<file path="src/rtl/alu_sequencer_if.sv">
// Key, ALU-result and operand/display bundle between the sequencer and its surroundings.
interface alu_sequencer_if;
    logic [3:0] KEY;
    logic [3:0] result1;
    logic [3:0] result2;
    logic [3:0] a;
    logic [3:0] b;
    logic [1:0] op;
    logic [2:0] state;
    logic [3:0] res_lo;
    logic [3:0] res_hi;
    logic       done;
    logic       busy;

    modport master (
        input  KEY, result1, result2,
        output a, b, op, state, res_lo, res_hi, done, busy
    );

    modport slave (
        output KEY, result1, result2,
        input  a, b, op, state, res_lo, res_hi, done, busy
    );
endinterface

</file>
<file path="src/rtl/alu_sequencer.sv">
// Pushbutton-driven operand/op editor that runs an external ALU and captures its results.
// Optional key debouncing is enabled with macro ALU_SEQ_DEBOUNCE_EN.
module alu_sequencer #(
    parameter int unsigned DEBOUNCE_CYCLES = 500000,
    parameter int unsigned EXEC_WAIT       = 2
) (
    input  logic            CLOCK_50,
    input  logic            reset,
    alu_sequencer_if.master bus
);
    localparam int unsigned NKEYS    = 3;
    localparam int unsigned KEY_NEXT = 0;
    localparam int unsigned KEY_INC  = 1;
    localparam int unsigned KEY_CLR  = 2;
    localparam logic [3:0]  EXEC_LAST = 4'(EXEC_WAIT - 1);

    typedef enum logic [2:0] {
        S_A    = 3'd0,
        S_B    = 3'd1,
        S_OP   = 3'd2,
        S_EXEC = 3'd3,
        S_SHOW = 3'd4
    } state_e;

    state_e             state_q, state_d;
    logic [3:0]         a_q, a_d, b_q, b_d;
    logic [1:0]         op_q, op_d;
    logic [3:0]         res_lo_q, res_lo_d, res_hi_q, res_hi_d;
    logic               done_q, done_d;
    logic [3:0]         exec_cnt_q, exec_cnt_d;
    logic [NKEYS-1:0]   sync1_q, sync1_d, sync2_q, sync2_d;
    logic [NKEYS-1:0]   deb_q, deb_d, prev_q, prev_d;
    logic [NKEYS-1:0]   press_c;

    function automatic logic [3:0] bcd_inc(input logic [3:0] v);
        return (v >= 4'd9) ? 4'd0 : v + 4'd1;
    endfunction

    // KEY[3] has no function, so only the three live keys are conditioned
    always_comb begin
        sync1_d = bus.KEY[NKEYS-1:0];
        sync2_d = sync1_q;
        prev_d  = deb_q;
        press_c = prev_q & ~deb_q;
    end

`ifdef ALU_SEQ_DEBOUNCE_EN
    localparam int unsigned DEB_W = $clog2(DEBOUNCE_CYCLES + 1);

    logic [DEB_W-1:0] deb_cnt_q [NKEYS];
    logic [DEB_W-1:0] deb_cnt_d [NKEYS];

    // Level flips only after DEBOUNCE_CYCLES consecutive disagreeing samples
    always_comb begin
        for (int i = 0; i < int'(NKEYS); i++) begin
            deb_cnt_d[i] = '0;
            deb_d[i]     = deb_q[i];
            if (sync2_q[i] != deb_q[i]) begin
                if (deb_cnt_q[i] == DEB_W'(DEBOUNCE_CYCLES - 1)) begin
                    deb_d[i] = sync2_q[i];
                end else begin
                    deb_cnt_d[i] = deb_cnt_q[i] + DEB_W'(1);
                end
            end
        end
    end

    always_ff @(posedge CLOCK_50) begin
        for (int i = 0; i < int'(NKEYS); i++) begin
            if (reset) deb_cnt_q[i] <= '0;
            else       deb_cnt_q[i] <= deb_cnt_d[i];
        end
    end
`else
    always_comb begin
        deb_d = sync2_q;
    end
`endif

    // Clear outranks next, next outranks increment
    always_comb begin
        state_d    = state_q;
        a_d        = a_q;
        b_d        = b_q;
        op_d       = op_q;
        res_lo_d   = res_lo_q;
        res_hi_d   = res_hi_q;
        done_d     = 1'b0;
        exec_cnt_d = exec_cnt_q;

        if (press_c[KEY_CLR]) begin
            state_d    = S_A;
            a_d        = '0;
            b_d        = '0;
            op_d       = '0;
            res_lo_d   = '0;
            res_hi_d   = '0;
            exec_cnt_d = '0;
        end else begin
            case (state_q)
                S_A: begin
                    if (press_c[KEY_NEXT])     state_d = S_B;
                    else if (press_c[KEY_INC]) a_d = bcd_inc(a_q);
                end
                S_B: begin
                    if (press_c[KEY_NEXT])     state_d = S_OP;
                    else if (press_c[KEY_INC]) b_d = bcd_inc(b_q);
                end
                S_OP: begin
                    if (press_c[KEY_NEXT]) begin
                        state_d    = S_EXEC;
                        exec_cnt_d = '0;
                    end else if (press_c[KEY_INC]) begin
                        op_d = op_q + 2'd1;
                    end
                end
                S_EXEC: begin
                    if (exec_cnt_q == EXEC_LAST) begin
                        res_lo_d   = bus.result1;
                        res_hi_d   = bus.result2;
                        done_d     = 1'b1;
                        state_d    = S_SHOW;
                        exec_cnt_d = '0;
                    end else begin
                        exec_cnt_d = exec_cnt_q + 4'd1;
                    end
                end
                S_SHOW: begin
                    if (press_c[KEY_NEXT]) state_d = S_A;
                end
                default: state_d = S_A;
            endcase
        end
    end

    always_ff @(posedge CLOCK_50) begin
        if (reset) begin
            state_q    <= S_A;
            a_q        <= '0;
            b_q        <= '0;
            op_q       <= '0;
            res_lo_q   <= '0;
            res_hi_q   <= '0;
            done_q     <= 1'b0;
            exec_cnt_q <= '0;
            sync1_q    <= '1;
            sync2_q    <= '1;
            deb_q      <= '1;
            prev_q     <= '1;
        end else begin
            state_q    <= state_d;
            a_q        <= a_d;
            b_q        <= b_d;
            op_q       <= op_d;
            res_lo_q   <= res_lo_d;
            res_hi_q   <= res_hi_d;
            done_q     <= done_d;
            exec_cnt_q <= exec_cnt_d;
            sync1_q    <= sync1_d;
            sync2_q    <= sync2_d;
            deb_q      <= deb_d;
            prev_q     <= prev_d;
        end
    end

    assign bus.a      = a_q;
    assign bus.b      = b_q;
    assign bus.op     = op_q;
    assign bus.state  = state_q;
    assign bus.res_lo = res_lo_q;
    assign bus.res_hi = res_hi_q;
    assign bus.done   = done_q;
    assign bus.busy   = (state_q == S_EXEC);
endmodule

</file>
<file path="src/flat_wrapper.sv">
// flat-port wrapper written by rule: the top's interface ports become plain ports
module alu_sequencer_flat 
#(
    parameter int unsigned DEBOUNCE_CYCLES = 500000,
    parameter int unsigned EXEC_WAIT       = 2
)
  (CLOCK_50, reset, bus_KEY, bus_result1, bus_result2, bus_a, bus_b, bus_op, bus_state, bus_res_lo, bus_res_hi, bus_done, bus_busy);
  alu_sequencer_if bus_i ();
  input  logic CLOCK_50;
  input  logic reset;
  input wire logic [$bits(bus_i.KEY)-1:0] bus_KEY;
  input wire logic [$bits(bus_i.result1)-1:0] bus_result1;
  input wire logic [$bits(bus_i.result2)-1:0] bus_result2;
  output wire logic [$bits(bus_i.a)-1:0] bus_a;
  output wire logic [$bits(bus_i.b)-1:0] bus_b;
  output wire logic [$bits(bus_i.op)-1:0] bus_op;
  output wire logic [$bits(bus_i.state)-1:0] bus_state;
  output wire logic [$bits(bus_i.res_lo)-1:0] bus_res_lo;
  output wire logic [$bits(bus_i.res_hi)-1:0] bus_res_hi;
  output wire logic [$bits(bus_i.done)-1:0] bus_done;
  output wire logic [$bits(bus_i.busy)-1:0] bus_busy;
  assign bus_i.KEY = bus_KEY;
  assign bus_i.result1 = bus_result1;
  assign bus_i.result2 = bus_result2;
  assign bus_a = bus_i.a;
  assign bus_b = bus_i.b;
  assign bus_op = bus_i.op;
  assign bus_state = bus_i.state;
  assign bus_res_lo = bus_i.res_lo;
  assign bus_res_hi = bus_i.res_hi;
  assign bus_done = bus_i.done;
  assign bus_busy = bus_i.busy;
  alu_sequencer #(.DEBOUNCE_CYCLES(DEBOUNCE_CYCLES), .EXEC_WAIT(EXEC_WAIT)) u_core (.CLOCK_50(CLOCK_50), .reset(reset), .bus(bus_i));
endmodule
</file>
<file path="config.mk">
export PLATFORM = sky130hd
export DESIGN_NAME = alu_sequencer_flat
export DESIGN_NICKNAME = d
export VERILOG_FILES = /design/src/rtl/alu_sequencer_if.sv /design/src/rtl/alu_sequencer.sv /design/src/flat_wrapper.sv
export SDC_FILE = /design/constraint.sdc
export NUM_CORES = 1
export LEC_CHECK = 0
export CORE_MARGIN = 5
export CORE_UTILIZATION = 35
export CTS_CLUSTER_DIAMETER = 40
export DETAILED_ROUTE_END_ITERATION = 6
export GPL_TIMING_DRIVEN = 0
export PLACE_DENSITY_LB_ADDON = 0.12
export SYNTH_ARGS = -nofsm -noshare
export SYNTH_HDL_FRONTEND = slang
export SYNTH_SLANG_ARGS = --single-unit
</file>
<file path="constraint.sdc">
create_clock -name CLOCK_50 -period 2 [get_ports CLOCK_50]
set_input_delay 0.5 -clock CLOCK_50 [delete_from_list [all_inputs] [get_ports CLOCK_50]]
set_output_delay 0.5 -clock CLOCK_50 [all_outputs]
set_load 0.01 [all_outputs]
</file>
; ---- Yosys cells after proc, flatten, opt, wreduce, memory -nomap -nowiden
; Cells that the tools add are included.
[word_totals]
reg_bits = 38
inputBits = 14
elab_cells = 54
[classes]
add_sub_neg = 4
order_cmp = 2
eq_ne = 10
muxes = 12
n_bitwise = 4
reduce_logical = 10
[ops]
columns = op, n
row1 = 2-to-1 mux 4 bit, 4
row2 = 2-to-1 mux 3 bit, 5
row3 = one-hot mux 3 bit (5 select lines), 1
row4 = adder 4 x 1 -> 4 bit (second input constant), 3
row5 = inequality test 2 x 1 -> 1 bit (second input constant), 5
row6 = AND reduction 3 bit, 3
row7 = >= comparator 4 bit (second input constant), 2
row8 = one-hot mux 4 bit (2 select lines), 1
row9 = == test 3 x 2 -> 1 bit (second input constant), 2
row10 = AND reduction 5 bit, 1
row11 = == test 4 x 1 -> 1 bit (second input constant), 1
row12 = AND reduction 2 bit, 2
row13 = AND 3 bit, 1
row14 = == test 3 x 1 -> 1 bit (second input constant), 1
row15 = == test 3 bit (second input constant), 1
row16 = logical NOT 3 bit, 1
row17 = inverter 3 bit, 1
row18 = OR reduction 3 bit, 1
row19 = adder 2 x 1 -> 2 bit (second input constant), 1
row20 = inverter 1 bit, 2
row21 = nonzero test 2 bit, 1
row22 = OR reduction 2 bit, 1
row23 = 2-to-1 mux 1 bit, 1

; ---- Longest topological paths before layout
[logic_depth]
depth_word = 4
mapped_depth = 7
depth_no_buf = 6

; ---- Worst setup path after synthesis
; OpenSTA, ideal clock, no wires.
[synth_path]
path_type = register -> register
from = reg u_core.state_q[2] (netlist: u_core.bus.state[2])
to = reg u_core.a_q[2] (netlist: u_core.bus.a[2])
arrival_time_ps = 1438
required_time_ps = 1868
path_slack_ps = 430
path_stages_with_launch = 6
n_path_buf = 1
path_cell_list = dfxtp_1 or2_1 buf_6 or4_1 o21ai_1 a21oi_1
[synth_via]
elab_chain_cells = 2
[synth_rtl]
columns = item, line_no
row1 = start: declaration, alu_sequencer.sv:25  ; state_e state_q, state_d;
row2 = start signal: assignment, alu_sequencer.sv:151  ; state_q <= state_d;
row3 = logical NOT 3 bit, alu_sequencer.sv:100  ; case (state_q)
row4 = AND reduction 3 bit (no source line), n/a
row5 = end signal: assignment, alu_sequencer.sv:139  ; a_q <= '0;
row6 = end signal: assignment, alu_sequencer.sv:152  ; a_q <= a_d;
row7 = end: declaration, alu_sequencer.sv:26  ; logic [3:0] a_q, a_d, b_q, b_d;
; No other way between the ends.
; A chain may end at the register's enable or synchronous reset.

; ---- Worst setup path in the final report
[layout_path]
from = in reset
to = reg u_core.res_hi_q[2] (netlist: u_core.bus.res_hi[2])
[layout_via]
elab_chain_cells = 1
[layout_rtl]
columns = item, line_no
row1 = start: declaration, flat_wrapper.sv:10  ; input logic reset;
row2 = OR reduction 2 bit (no source line), n/a
row3 = end signal: assignment, alu_sequencer.sv:156  ; res_hi_q <= res_hi_d;
row4 = end: declaration, alu_sequencer.sv:28  ; logic [3:0] res_lo_q, res_lo_d, res_hi_q, res_hi_d;
; No other way between the ends.

==> impl_metrics.xml <==
<?xml version="1.0" encoding="UTF-8"?>
<metrics>
  <group name="status">
    <metric name="status" unit="">completed</metric>
  </group>
  <group name="grt">
    <metric name="initial_antenna_violation_count" unit="">0</metric>
    <metric name="via_count_of_the_first_global_routing_pass" unit="">1234</metric>
    <metric name="grt.busiest_layer" unit="">met2</metric>
    <metric name="grt_max_degree" unit="">11</metric>
    <metric name="grt_util_met1" unit="%">14.0</metric>
    <metric name="gr-usage-met3" unit="%">3.94</metric>
    <metric name="met2_usage" unit="%">19.6</metric>
    <metric name="grt_pass1_wl" unit="mm">5.82</metric>
    <metric name="globalRoute.totalOverflow" unit="">0</metric>
    <metric name="groute.usage.overall" unit="%">12.0</metric>
  </group>
  <group name="route">
    <metric name="drt_pass1_iterations" unit="">4</metric>
    <metric name="detailedRoute.firstIterationViolations" unit="">53</metric>
    <metric name="routed_wire_length_per_instance" unit="µm">13.3</metric>
    <metric name="ant_nets" unit="">0</metric>
    <metric name="detailroute.via_count" unit="">1299</metric>
    <metric name="post_drt_via_cell_ratio" unit="">4.98</metric>
    <metric name="total_wirelength_of_the_detailed_routed_design" unit="mm">3.48</metric>
    <metric name="remaining_drc_errors" unit="">0</metric>
  </group>
  <group name="critical_path">
    <metric name="cp_cell_sequence" unit="">clkdlybuf4s50_1 &gt; a21o_1 &gt; clkbuf_1 &gt; clkbuf_1 &gt; nor2_1</metric>
    <metric name="crit_arrival" unit="ns">2.00</metric>
    <metric name="worstSetupEndpointType" unit="">register</metric>
    <metric name="crit_top_cell" unit="">clkbuf_1</metric>
    <metric name="timing.critical_path.slowest_cell_delay" unit="ns">0.52</metric>
    <metric name="cp_data_required_time" unit="ns">2.16</metric>
    <metric name="worst-setup-path-type" unit="">input port to register</metric>
    <metric name="crit_path_start_kind" unit="">input port</metric>
    <metric name="worst_path_max_delay_cell" unit="">clkdlybuf4s50_1</metric>
    <metric name="crit_fanout" unit="">10</metric>
  </group>
  <group name="timing">
    <metric name="tns" unit="ns">0</metric>
    <metric name="time_the_worst_path_needs_with_i_o_delays_and_setup" unit="ns">1.84</metric>
    <metric name="measured_slew_at_the_worst_slew_check_pin" unit="ns">0.525</metric>
    <metric name="holdWs" unit="ns">0.409</metric>
    <metric name="setup_viol_count_final" unit="">0</metric>
    <metric name="rsz0062_at_grt" unit="">no</metric>
    <metric name="final.period_utilization" unit="%">92.0</metric>
    <metric name="postLayoutSetupSlackWorst" unit="ns">0.159</metric>
    <metric name="finalHoldViolations" unit="">0</metric>
    <metric name="slew_violations" unit="">0</metric>
    <metric name="finalClockSkew" unit="ns">0.00394</metric>
    <metric name="max_freq" unit="MHz">543</metric>
    <metric name="slew-limit-headroom" unit="%">65.0</metric>
  </group>
  <group name="power">
    <metric name="powerDensity" unit="mW/mm²">632</metric>
    <metric name="total_power" unit="mW">1.34</metric>
    <metric name="power.static_leakage" unit="nW">0.830</metric>
    <metric name="vdd_ir_drop_max" unit="mV">0.311</metric>
  </group>
  <group name="synthesis">
    <metric name="synthArstFlopShare" unit="%">0</metric>
    <metric name="post_synth_fa_ha_maj_area_fraction" unit="%">6.26</metric>
    <metric name="synth.yosys.warnings" unit="">0</metric>
    <metric name="synthDominantAreaCellType" unit="">dfxtp_1</metric>
    <metric name="synth_enable_flop_cells" unit="">0</metric>
    <metric name="yosysMostFrequentCell" unit="">dfxtp_1</metric>
    <metric name="synth.avg_cell_area" unit="µm²">9.57</metric>
    <metric name="synthXorXnorAreaFrac" unit="%">1.10</metric>
    <metric name="ys_seq_elements" unit="">38</metric>
    <metric name="synth.yosys.seq_area_share" unit="%">47.6</metric>
    <metric name="post_synth_instance_area" unit="mm²">0.00160</metric>
    <metric name="synth.area.top_cells" unit="">dfxtp_1 (48%), ha_1 (6.3%), mux2i_1 (6.3%), nor2_1 (5.2%), or2_2 (4.7%)</metric>
    <metric name="synth_compound_gate_area_share" unit="%">9.24</metric>
    <metric name="netlist_top_cells_count" unit="">dfxtp_1 (38), nor2_1 (22), or2_2 (12)</metric>
    <metric name="synth_simple_gate_area_share" unit="%">25.2</metric>
    <metric name="synth_largest_type_area_fraction" unit="%">47.6</metric>
    <metric name="syn-instance-count" unit="">167</metric>
    <metric name="synth.lib_cells_used.distinct" unit="">38</metric>
    <metric name="net_count_after_synthesis" unit="">189</metric>
    <metric name="post_synth_mux_area_share" unit="%">6.26</metric>
    <metric name="synth-main-ff-cell" unit="">dfxtp_1</metric>
    <metric name="largest_family_of_logic_cells_by_synthesized_area" unit="">simple AND/OR/NAND/NOR gates</metric>
  </group>
  <group name="placement">
    <metric name="post-place-cells" unit="">254</metric>
    <metric name="detailed_place_hpwl" unit="mm">2.56</metric>
    <metric name="placed_cell_area" unit="mm²">0.00201</metric>
    <metric name="place_ws" unit="ns">-0.187</metric>
    <metric name="numPortBuffers" unit="">35</metric>
    <metric name="place.gp.congestion" unit="">0.777</metric>
  </group>
  <group name="clock_tree">
    <metric name="tritoncts" unit="">built</metric>
    <metric name="clock_tree.buffer_depth" unit="">2</metric>
    <metric name="clock_sinks" unit="">38</metric>
    <metric name="numCtsBuffers" unit="">5</metric>
    <metric name="insertion_delay" unit="ns">0.28</metric>
    <metric name="clock_slew_at_the_register_clock_pins_of_the_worst_setup_and_hold_paths" unit="ns">0.07</metric>
    <metric name="cts.htree.levels" unit="">2</metric>
    <metric name="ctsRootBufferMaster" unit="">clkbuf_8</metric>
  </group>
  <group name="final_layout">
    <metric name="layout.core_utilization" unit="%">48.3</metric>
    <metric name="post-route-cell-area" unit="mm²">0.00212</metric>
    <metric name="finalNetCount" unit="">231</metric>
    <metric name="post_route_insts_no_fill" unit="">261</metric>
    <metric name="final_layout_size_suffix_gt1_share" unit="%">13.9</metric>
    <metric name="area_growth" unit="%">32.5</metric>
    <metric name="antenna_cells_inserted" unit="">0</metric>
  </group>
  <group name="hold_path">
    <metric name="hp-class" unit="">register to register</metric>
  </group>
  <group name="run">
    <metric name="max_cap_viol_count" unit="">0</metric>
  </group>
  <group name="die">
    <metric name="rows" unit="">24</metric>
    <metric name="dieWidth" unit="µm">77.6</metric>
    <metric name="floorplan.io_pins" unit="">37</metric>
    <metric name="die_h" unit="µm">77.6</metric>
    <metric name="core_region_area" unit="mm²">0.00438</metric>
    <metric name="initial_core_util" unit="%">36.4</metric>
    <metric name="dieArea" unit="mm²">0.00602</metric>
  </group>
</metrics>
[cells in the final DEF, fill, tap and decap left out, types with 3 or more instances in the layout]
| master | count |
|---|---|
| mux2i_1 | 10 |
| clkbuf_1 | 5 |
| ha_1 | 8 |
| nand3_1 | 5 |
| clkbuf_8 | 6 |
| inv_1 | 8 |
| nor2_1 | 22 |
| nand2b_1 | 5 |
| dfxtp_1 | 35 |
| nand4b_1 | 3 |
| or2_2 | 12 |
| clkdlybuf4s50_1 | 34 |
| nand2_1 | 6 |
| a21oi_1 | 8 |
| o21ai_0 | 5 |
[worst max-delay path, delay by kind of cell]
family,cells,cell delay [ns]
compound gates,1,0.10
buf+inv,3,1.29
simple gates,1,0.10
[flip-flops by register name, indices dropped and copies added, names as in the netlist]
register           flops
u_core.bus.b           4
u_core.bus.done        1
u_core.bus.res_lo      4
u_core.prev_q          3
u_core.sync1_q         3
u_core.bus.op          2
u_core.deb_q           3
u_core.bus.res_hi      4
u_core.exec_cnt_q      4
u_core.deb_d           3
u_core.bus.a           4
u_core.bus.state       3
[report_power, final]
part	internal, mW	switching, mW	leakage (nW)
sequential	0.767	0.00772	0.310
clock	0.240	0.245	0.0383
combinational	0.0440	0.0342	0.482
total	1.05	0.287	0.830
[cells by family after synthesis]
kind of cell             count (synthesis)
AND/OR/NAND/NOR                         69
buffers and inverters                   16
multiplexers                            10
adder cells (fa/ha/maj)                  8
XOR/XNOR                                 2
AO/OA/AOI/OAI                           24
flip-flops                              38
[layout make-up]
class	count	area, µm²
inverters	8	30.0
flip-flops and latches	38	767
multi-input cells	113	776
fillers	405	2270
well taps	52	65.1
plain buffers	7	46.3
repair buffers	36	357
clock buffers	7	76.3
[repair_timing]
item                       in CTS  in global routing
resized for setup              10                  2
pin swaps                       0                  0
setup endpoints to repair       1                  5
buffers inserted                1                  0
hold buffers                    0                  0
[metal layers]
| layer | vias to the layer above | part of all wire (%) |
|---|---|---|
| met5 | - | 0 |
| met4 | 0 | 2.3 |
| met3 | 8 | 5.6 |
| met2 | 29 | 50 |
| met1 | 611 | 42 |
| li1 | 651 | - |
[worst paths after layout]
kind | slack [ns] | end | startpoint | cells after the start
max | 0.16 | u_core.bus.res_hi[2] | reset | 5
min reg2reg | 0.41 | u_core.deb_d[0] | u_core.sync1_q[0] | 1
min | 0.41 | u_core.deb_d[0] | u_core.sync1_q[0] | 1
max reg2reg | 0.32 | u_core.bus.b[3] | u_core.bus.state[2] | 5
Note: power is estimated with default switching activity, not from simulation.
